$ cat src/rtl/aes192_frame_loader.sv
// ---------------------------------------------------------------------------
// aes192_frame_loader
//
// Collects a word-serial frame (32-bit words, most-significant word first)
// into a 192-bit cipher key plus a 128-bit plaintext block and presents the
// pair to a downstream AES-192 encryptor with a valid/ready handshake.
//
//   key frame       : 6 key words, then 4 data words (10 words)
//   data-only frame : 4 data words, reusing the last committed key
//                     (only when AES_KEY_REUSE_EN is defined)
//
// Optional feature macro: AES_KEY_REUSE_EN
//   defined   -> in_key port exists; in_key=0 on the first word selects a
//                data-only frame.
//   undefined -> no in_key port; every frame is a 10-word key frame.
//
// Parameters
//   TIMEOUT_CYC : max idle cycles between words inside a frame (0 = off)
//
// Ports
//   clk        in   clock, rising edge
//   rst_n      in   synchronous active-low reset
//   in_data    in   [31:0] frame word
//   in_valid   in   in_data valid
//   in_ready   out  word accepted this cycle when in_valid is also 1
//   in_last    in   final word of the frame
//   in_key     in   (AES_KEY_REUSE_EN only) frame carries a key
//   key_out    out  [191:0] committed cipher key
//   blk_out    out  [127:0] plaintext block
//   out_valid  out  key_out/blk_out form a complete pair
//   out_ready  in   downstream consumes the pair
//   frame_err  out  one-cycle pulse when a frame is discarded
// ---------------------------------------------------------------------------
module aes192_frame_loader #(
  parameter int TIMEOUT_CYC = 0
) (
  input  logic         clk,
  input  logic         rst_n,
  input  logic [31:0]  in_data,
  input  logic         in_valid,
  output logic         in_ready,
  input  logic         in_last,
`ifdef AES_KEY_REUSE_EN
  input  logic         in_key,
`endif
  output logic [191:0] key_out,
  output logic [127:0] blk_out,
  output logic         out_valid,
  input  logic         out_ready,
  output logic         frame_err
);

  typedef enum logic [1:0] {IDLE, LOAD_KEY, LOAD_DATA, PRESENT} state_t;

  // Idle counter width; one spare bit of headroom is not needed because the
  // counter saturates at TIMEOUT_CYC.
  localparam int TW = (TIMEOUT_CYC > 0) ? $clog2(TIMEOUT_CYC + 1) : 1;

  state_t         r_state;
  logic [2:0]     r_wcnt;        // words taken in the current phase
  logic           r_is_key;      // current frame carries a key
  logic           r_key_loaded;  // a key has been committed since reset
  logic [191:0]   r_key_sh;      // key shadow, committed on frame completion
  logic [127:0]   r_blk_sh;      // block shadow
  logic [191:0]   r_key;
  logic [127:0]   r_blk;
  logic           r_ov;
  logic           r_err;
  logic           r_rdy;
  logic [TW-1:0]  r_idle;

  logic           w_xfer;
  logic           w_key_frame;
  logic           w_final;
  logic           w_last_bad;
  logic           w_loading;
  logic           w_timeout;

  assign w_xfer = in_valid & in_ready;

`ifdef AES_KEY_REUSE_EN
  assign w_key_frame = in_key;
`else
  assign w_key_frame = 1'b1;
`endif

  // The only word allowed to carry in_last is the 4th data word. Frames are
  // never a single word, so in IDLE and LOAD_KEY in_last is always wrong.
  assign w_final    = (r_state == LOAD_DATA) && (r_wcnt == 3'd3);
  assign w_last_bad = w_xfer && (in_last != w_final);

  assign w_loading  = (r_state == LOAD_KEY) || (r_state == LOAD_DATA);

  // Fires on the idle cycle that brings the count up to TIMEOUT_CYC. A
  // transfer and a timeout are mutually exclusive by construction, so a
  // last-flag error and a timeout can never produce two pulses.
  assign w_timeout  = (TIMEOUT_CYC > 0) && w_loading && !w_xfer &&
                      (r_idle == TW'(TIMEOUT_CYC - 1));

  // Inactivity counter: only runs mid-frame, clears on every transfer.
  always_ff @(posedge clk) begin
    if (!rst_n) begin
      r_idle <= '0;
    end else if (!w_loading || w_xfer) begin
      r_idle <= '0;
    end else if (r_idle != TW'(TIMEOUT_CYC)) begin
      r_idle <= r_idle + 1'b1;
    end
  end

  always_ff @(posedge clk) begin
    if (!rst_n) begin
      r_state      <= IDLE;
      r_wcnt       <= '0;
      r_is_key     <= 1'b0;
      r_key_loaded <= 1'b0;
      r_key_sh     <= '0;
      r_blk_sh     <= '0;
      r_key        <= '0;
      r_blk        <= '0;
      r_ov         <= 1'b0;
      r_err        <= 1'b0;
      r_rdy        <= 1'b1;
    end else begin
      r_err <= 1'b0;
      case (r_state)
        IDLE: begin
          if (w_xfer) begin
            if (w_last_bad) begin
              r_err <= 1'b1;
            end else if (w_key_frame) begin
              r_is_key <= 1'b1;
              r_key_sh <= {r_key_sh[159:0], in_data};
              r_wcnt   <= 3'd1;
              r_state  <= LOAD_KEY;
            end else begin
              r_is_key <= 1'b0;
              r_blk_sh <= {r_blk_sh[95:0], in_data};
              r_wcnt   <= 3'd1;
              r_state  <= LOAD_DATA;
            end
          end
        end

        LOAD_KEY: begin
          if (w_xfer) begin
            if (w_last_bad) begin
              r_err   <= 1'b1;
              r_state <= IDLE;
            end else begin
              // Shifting in from the bottom puts word 0 at key[191:160]
              // once all six words are in.
              r_key_sh <= {r_key_sh[159:0], in_data};
              if (r_wcnt == 3'd5) begin
                r_wcnt  <= '0;
                r_state <= LOAD_DATA;
              end else begin
                r_wcnt <= r_wcnt + 3'd1;
              end
            end
          end else if (w_timeout) begin
            r_err   <= 1'b1;
            r_state <= IDLE;
          end
        end

        LOAD_DATA: begin
          if (w_xfer) begin
            if (w_last_bad) begin
              r_err   <= 1'b1;
              r_state <= IDLE;
            end else if (w_final) begin
              if (r_is_key || r_key_loaded) begin
                r_blk <= {r_blk_sh[95:0], in_data};
                if (r_is_key) begin
                  r_key        <= r_key_sh;
                  r_key_loaded <= 1'b1;
                end
                r_ov    <= 1'b1;
                r_rdy   <= 1'b0;
                r_state <= PRESENT;
              end else begin
                // Data-only frame with no key to reuse: consumed, dropped.
                r_err   <= 1'b1;
                r_state <= IDLE;
              end
            end else begin
              r_blk_sh <= {r_blk_sh[95:0], in_data};
              r_wcnt   <= r_wcnt + 3'd1;
            end
          end else if (w_timeout) begin
            r_err   <= 1'b1;
            r_state <= IDLE;
          end
        end

        PRESENT: begin
          // out_valid is high throughout PRESENT, so out_ready alone
          // completes the handshake.
          if (out_ready) begin
            r_ov    <= 1'b0;
            r_rdy   <= 1'b1;
            r_state <= IDLE;
          end
        end

        default: r_state <= IDLE;
      endcase
    end
  end

  // Gate with rst_n so in_ready is low during every reset cycle, not only
  // after the first reset edge.
  assign in_ready  = rst_n & r_rdy;
  assign key_out   = r_key;
  assign blk_out   = r_blk;
  assign out_valid = r_ov;
  assign frame_err = r_err;

endmodule
$ cat config.mk
export PLATFORM = sky130hd
export DESIGN_NAME = aes192_frame_loader
export DESIGN_NICKNAME = d
export VERILOG_FILES = /design/src/rtl/aes192_frame_loader.sv
export SDC_FILE = /design/constraint.sdc
export NUM_CORES = 1
export LEC_CHECK = 0
export CORE_UTILIZATION = 48
export CTS_CLUSTER_DIAMETER = 120
export CTS_CLUSTER_SIZE = 25
export DETAILED_ROUTE_END_ITERATION = 6
export HOLD_SLACK_MARGIN = 0.15
export PLACE_DENSITY = 0.76
export SYNTH_ARGS = -nofsm -noshare
export SYNTH_HDL_FRONTEND = slang
export SYNTH_SLANG_ARGS = --single-unit
$ cat constraint.sdc
create_clock -name clk -period 1.9 [get_ports clk]
set_input_delay 0.475 -clock clk [delete_from_list [all_inputs] [get_ports clk]]
set_output_delay 0.475 -clock clk [all_outputs]
set_load 0.01 [all_outputs]
# Yosys cells after proc, flatten, opt, wreduce, memory -nomap -nowiden
# Index checks and enable logic that the tools add are counted.
dict set report classes {
  addsub 1
  n_mul 0
  n_div 0
  n_lt_le_gt_ge 0
  n_eq_ne 18
  n_shift 0
  muxes 39
  bitwise_logic 4
  reduce_logical 15
}
# op n
set op_table {}
lappend op_table {{3-bit 2-to-1 mux} 8}
lappend op_table {{2-bit 2-to-1 mux} 10}
lappend op_table {{2-bit inequality test (second input constant)} 9}
lappend op_table {{1-bit 2-to-1 mux} 16}
lappend op_table {{6-bit AND reduction} 2}
lappend op_table {{3-bit one-hot mux with 3 select lines} 1}
lappend op_table {{2-bit one-hot mux with 4 select lines} 1}
lappend op_table {{8-bit AND reduction} 1}
lappend op_table {{7-bit AND reduction} 1}
lappend op_table {{1-bit one-hot mux with 2 select lines} 3}
lappend op_table {{3-bit AND reduction} 2}
lappend op_table {{5-bit AND reduction} 1}
lappend op_table {{2-bit equality test (second input constant)} 2}
lappend op_table {{4-bit AND reduction} 1}
lappend op_table {{3-bit by 1-bit adder with 3-bit output (second input constant)} 1}
lappend op_table {{3-bit by 2-bit equality test with 1-bit output (second input constant)} 1}
lappend op_table {{3-bit equality test (second input constant)} 1}
lappend op_table {{3-bit by 2-bit inequality test with 1-bit output (second input constant)} 1}
lappend op_table {{3-bit inequality test (second input constant)} 1}
lappend op_table {{3-bit nonzero test} 1}
lappend op_table {{1-bit AND} 2}
lappend op_table {{2-bit by 1-bit equality test with 1-bit output (second input constant)} 1}
lappend op_table {{1-bit logical AND} 2}
lappend op_table {{2-bit logical NOT} 1}
lappend op_table {{6 further kinds} 7}
dict set report word_totals {
  ff_bits 618
  latchBits 0
  mem_bits_rw 0
  mem_bits_ro 0
  inputBits 37
  out_inout_bits 323
  word_cells 88
  mem_count 0
}

# Depth between registers and ports, before layout
dict set report depth {
  depth_word 7
  depth_mapped 11
  ltp_nobuf 7
}

# Worst setup path after synthesis
# OpenSTA, ideal clock, no wires.
dict set report synth_path {
  path_kind {register -> register}
  from {register r_wcnt[0]}
  to {register r_blk_sh[59]}
  setup_ns 0.143
  arrival_time_ns 1.831
  required_ns 1.757
  slack_ns -0.074
  path_stages_with_launch 9
  n_path_buf 3
  period_less_slack_ns 1.974
  cell_sequence {dfxtp_1 -> ha_1 -> ha_1 -> or4b_4 -> buf_6 -> buf_6 -> buf_6 -> nand2_2 -> a21oi_2}
}
dict set report synth_between {
  elab_chain_cells 6
  elab_cells_between_ends 7
  classes_between {eq/ne (2); bitwise (2); reduce/logical (3)}
}
# element line
set synth_rtl {}
lappend synth_rtl {{start, declared} 60} ;# logic [2:0] r_wcnt;
lappend synth_rtl {{start signal, assigned} 158} ;# r_wcnt <= r_wcnt + 3'd1;
lappend synth_rtl {{start signal, assigned} 189} ;# r_wcnt <= r_wcnt + 3'd1;
lappend synth_rtl {{3-bit by 2-bit equality test with 1-bit output *} 89} ;# assign w_final = (r_state == LOAD_DATA) && (r_wcnt == 3'd3);
lappend synth_rtl {{1-bit logical AND *} 89}
lappend synth_rtl {{1-bit inequality test} 90} ;# assign w_last_bad = w_xfer && (in_last != w_final);
lappend synth_rtl {{1-bit logical AND} 90}
lappend synth_rtl {{1-bit NOT (no source line)} -}
lappend synth_rtl {{4-bit AND reduction (no source line) *} -}
lappend synth_rtl {{end signal, assigned} 138} ;# r_blk_sh <= {r_blk_sh[95:0], in_data};
lappend synth_rtl {{end signal, assigned} 188} ;# r_blk_sh <= {r_blk_sh[95:0], in_data};
lappend synth_rtl {{end, declared} 64} ;# logic [127:0] r_blk_sh;
# Every way passes the cells marked *; elsewhere a longest branch is shown, timed or not.
# A chain may end at the register's enable or synchronous reset.

# Worst setup path after layout
dict set report layout_path {
  from {register r_wcnt[0]}
  to {register r_key[115], in the netlist key_out[115]}
}
dict set report layout_between {
  elab_chain_cells 6
}
# element line
set layout_rtl {}
lappend layout_rtl {{3-bit by 2-bit equality test with 1-bit output *} 89}
lappend layout_rtl {{1-bit logical AND *} 89}
lappend layout_rtl {{1-bit inequality test} 90}
lappend layout_rtl {{1-bit logical AND} 90}
lappend layout_rtl {{1-bit NOT (no source line)} -}
lappend layout_rtl {{6-bit AND reduction (no source line) *} -}
lappend layout_rtl {{end signal, assigned} 176} ;# r_key <= r_key_sh;
lappend layout_rtl {{end, declared} 65} ;# logic [191:0] r_key;
# Marks and branches as above.

==> results.md <==
- Outcome: complete, but fails checks
- Failing checks: design-rule violations, negative setup slack
- Hold Vio Cnt, Final: 0
- Synth top area share: 57.3%
- DRT antenna net count: 0
- Routing usage on met1: a little under two fifths
- Detailed-route via count: 21,900
- P_leak: about 0.013 uW
- Synth cell types: 39
- Hold buffers post-CTS: 0
- RSZ-0062 raised after global routing: yes
- Period minus WS final: 2.21 ns
- Global route total overflow: 0
- Arrival @ worst endpoint: 2.71 ns
- Synthesized area: approximately 0.022 sq mm
- Global-route wire length before repair: 109 mm
- Sequential share of power: slightly below 60%
- Sw frac: 24.7%
- VDD IR max: 0.703 mV
- Critical Path RT: 2.40 ns
- Post-route insts no fill: 3,724
- Clock insertion delay at the later pin of the skew report: 0.62 ns
- GPL Wtd Cong: roughly 0.87
- Post-Route Skew: 0.0350 ns
- Worst-margin pin slew: 0.975 ns
- GR peak layer: met2
- Hpwl dp: 42.8 mm
- Layout overhead on the synthesized area: 47.4%
- Post-synth top cells: 1,182 x nand2_1, 618 x dfxtp_1, 591 x a21oi_1
- Share of cells above drive strength 1: 25.6%
- Placed cells: 3,547
- Slew headroom: between 30% and 40%
- Area post-placement: 0.0261 sq mm
- Commonest register cell after synthesis: dfxtp_1
- Clock sinks: approximately 620
- TritonCTS clock tree: built
- Final setup viols: about 600
- Avg Inst Size Synth: 7.95 sq um
- Gr usage total: slightly below 30%
- Largest net degree at the start of global routing: 178
- Grt met3 use: 4.90%
- Path type of the worst setup path: flip-flop to flip-flop
- Most frequent cell after synthesis: nand2_1
- Fin crit share: 116%
- PnR worst setup slack: -0.309 ns
- Total net switching power: 5490 uW
- Die Ht: roughly 210 microns
- Worst Hold Class: primary input to flip-flop
- Vias per inst: 5.87
- Final net count: 3,176
- Sequential fraction of the synthesis area: 57.3%
- Top-Level Pins: 360
- Area leader, netlist: dfxtp_1
- Mapped Cells: roughly 2,700
- Power density cells: 700 mW/mm^2
- Largest cells by area after synthesis: dfxtp_1 57%, nand2_1 21%, a21oi_1 14%
- Async SR Flop Fraction: 0%
- TritonRoute pass-1 iters: 7
- Max FO, Critical Path: 7
- Clock-pin slew on the worst setup and hold paths: 0.11 ns
- Fmax: about 450 MHz
- Type of origin of the critical path: flip-flop
- Element type at the critical path end: flip-flop
- Vias in the first global route: 19,700
- Core Box Area: 0.0443 sq mm
- Synth warnings: 0
- Setup Total Neg Slack: -52.40 ns
- DIE WIDTH: 214 microns
- Clock share of power: 30.7%
- EDFF count, synth: 0
- H-tree level count: 1
- Max-Cap Viols: 0
- Power Internal: 16,800 uW
- Combinational power share: a little over a tenth
- Final wirelength: 83.9 mm
- Post-layout instance area: 0.0318 sq mm
- Initial antenna violation count: 1
- Clock tree buffer depth: 3
- Site Rows: 77
- Routed len/inst: 22.5 microns
- Synth Net Count: 2,759
- Diodes inserted: 0
- Starting Density: 48.7%
- Min Hold Slack: 0.328 ns
- IO Port Bufs: around 360
- DRC Markers: 1
- #FFs+latches synth: 618
- Initial drt markers: 2,954
- CTS Root Cell: clkbuf_16
- Routing usage on met2: 49.3%
- Die area: 0.0458 sq mm
- TritonCTS buffer count: 28
- Max-slew violation count: 0
==> worst paths after layout <==
kind                               endpoint  slack (ns)  depth (start not counted)                      from
setup / recovery  key_out[115]$_SDFFE_PN0P_       -0.31                         12    r_wcnt[0]$_SDFFE_PN0P_
hold / removal      r_state[0]$_SDFFE_PN0P_        0.33                          3                     rst_n
hold reg to reg    key_out[23]$_SDFFE_PN0P_        0.45                          2  key_out[23]$_SDFFE_PN0P_
setup reg to reg  key_out[115]$_SDFFE_PN0P_       -0.31                         12    r_wcnt[0]$_SDFFE_PN0P_
==> power by group through the flow <==
| stage | clock network (uW) | logic [uW] | registers [uW] |
|---|---|---|---|
| global placement | 0 | 1090 | 13400 |
| floorplan | 0 | 652 | 13400 |
| detailed placement | 0 | 1140 | 13400 |
| global route | 7330 | 2370 | 13100 |
| CTS | 6800 | 1970 | 13100 |
| finish | 6840 | 2330 | 13100 |
==> flip-flops by register name, indices dropped and copies added (netlist names), 2 cells and up <==
signal    cells
key_out     192
r_state       2
blk_out     128
r_blk_sh     96
r_wcnt        3
r_key_sh    192
==> worst max-delay path, cell delays in order, from the launching register on <==
cell and delay, ns:
dfxtp_2 0.37, ha_4 0.14, ha_4 0.18, buf_6 0.11
nand3_4 0.06, nor2_4 0.13, and2_4 0.18, buf_12 0.13
buf_12 0.12, buf_8 0.11, buf_16 0.15, nand2_4 0.07
a21oi_2 0.31
==> what timing repair did <==
action,CTS,global route
setup endpoints to repair,785,613
cloned,50,44
resized for setup,648,445
pin swaps,132,160
buffers inserted,35,31
==> cell usage in the layout (no fill, tap or decap), types with 2 or more instances in the layout <==
master           instances
a31oi_1                  2
nor2_1                   5
a32o_1                   2
ha_1                     3
clkdlybuf4s50_1         34
and2_4                   3
dlymetal6s2s_1           2
clkbuf_16               62
buf_6                   27
nand2_1                927
nand3_4                  2
a21oi_4                  2
a21oi_2                195
dfxtp_1                594
o31ai_1                  2
nor3_1                   3
o21ai_0                  2
dfxtp_2                 24
nand2_2                151
ha_4                     3
buf_12                  49
a21oi_1                413
dlygate4sd2_1          322
o211ai_1                 2
nand2_8                  2
inv_1                    5
buf_16                  56
nand2_4                146
buf_4                   51
or4b_4                   3
nor2_4                   2
and3_1                   2
buf_8                   13
==> metal layers <==
metal  wire length, microns  share of wire, %  vias up
met3                   8110               9.7      352
met5                      0                 0        -
met2                  39200                47     1386
met1                  31500                38    10500
li1                       -                 -     9577
met4                   5090               6.1        0
==> layout make-up <==
cell class | instances | area [sq um]
clock buffers | 29 | 726
clock inverters | 1 | 8.76
fillers | 3007 | 12500
inverters | 7 | 33.8
multi-input cells | 1890 | 10500
flip-flops and latches | 618 | 12400
well taps | 592 | 741
repair buffers | 587 | 7420
==> cells by family after synthesis <==
kind of cell | count (synthesis) | share of synthesized area, %
AOI/OAI and AO/OA | 630 | 15.2
buffers and inverters | 213 | 4.48
adders and majority gates | 7 | 0.406
DFF | 618 | 57.3
xor gates and xnor gates | 1 | 0.0754
and+or+nand+nor | 1246 | 22.5
==> through the flow <==
stage | worst slack [ns] | power, uW | utilization, %
floorplan | 0.000233 | 14000 | -
global placement | -0.508 | 14500 | 58.9
detailed placement | -0.571 | 14500 | 58.9
CTS | -0.194 | 21900 | 66.1
global route | -0.322 | 22800 | 71.8
finish | -0.309 | 22300 | 71.8
(Power assumes the default switching activity.)
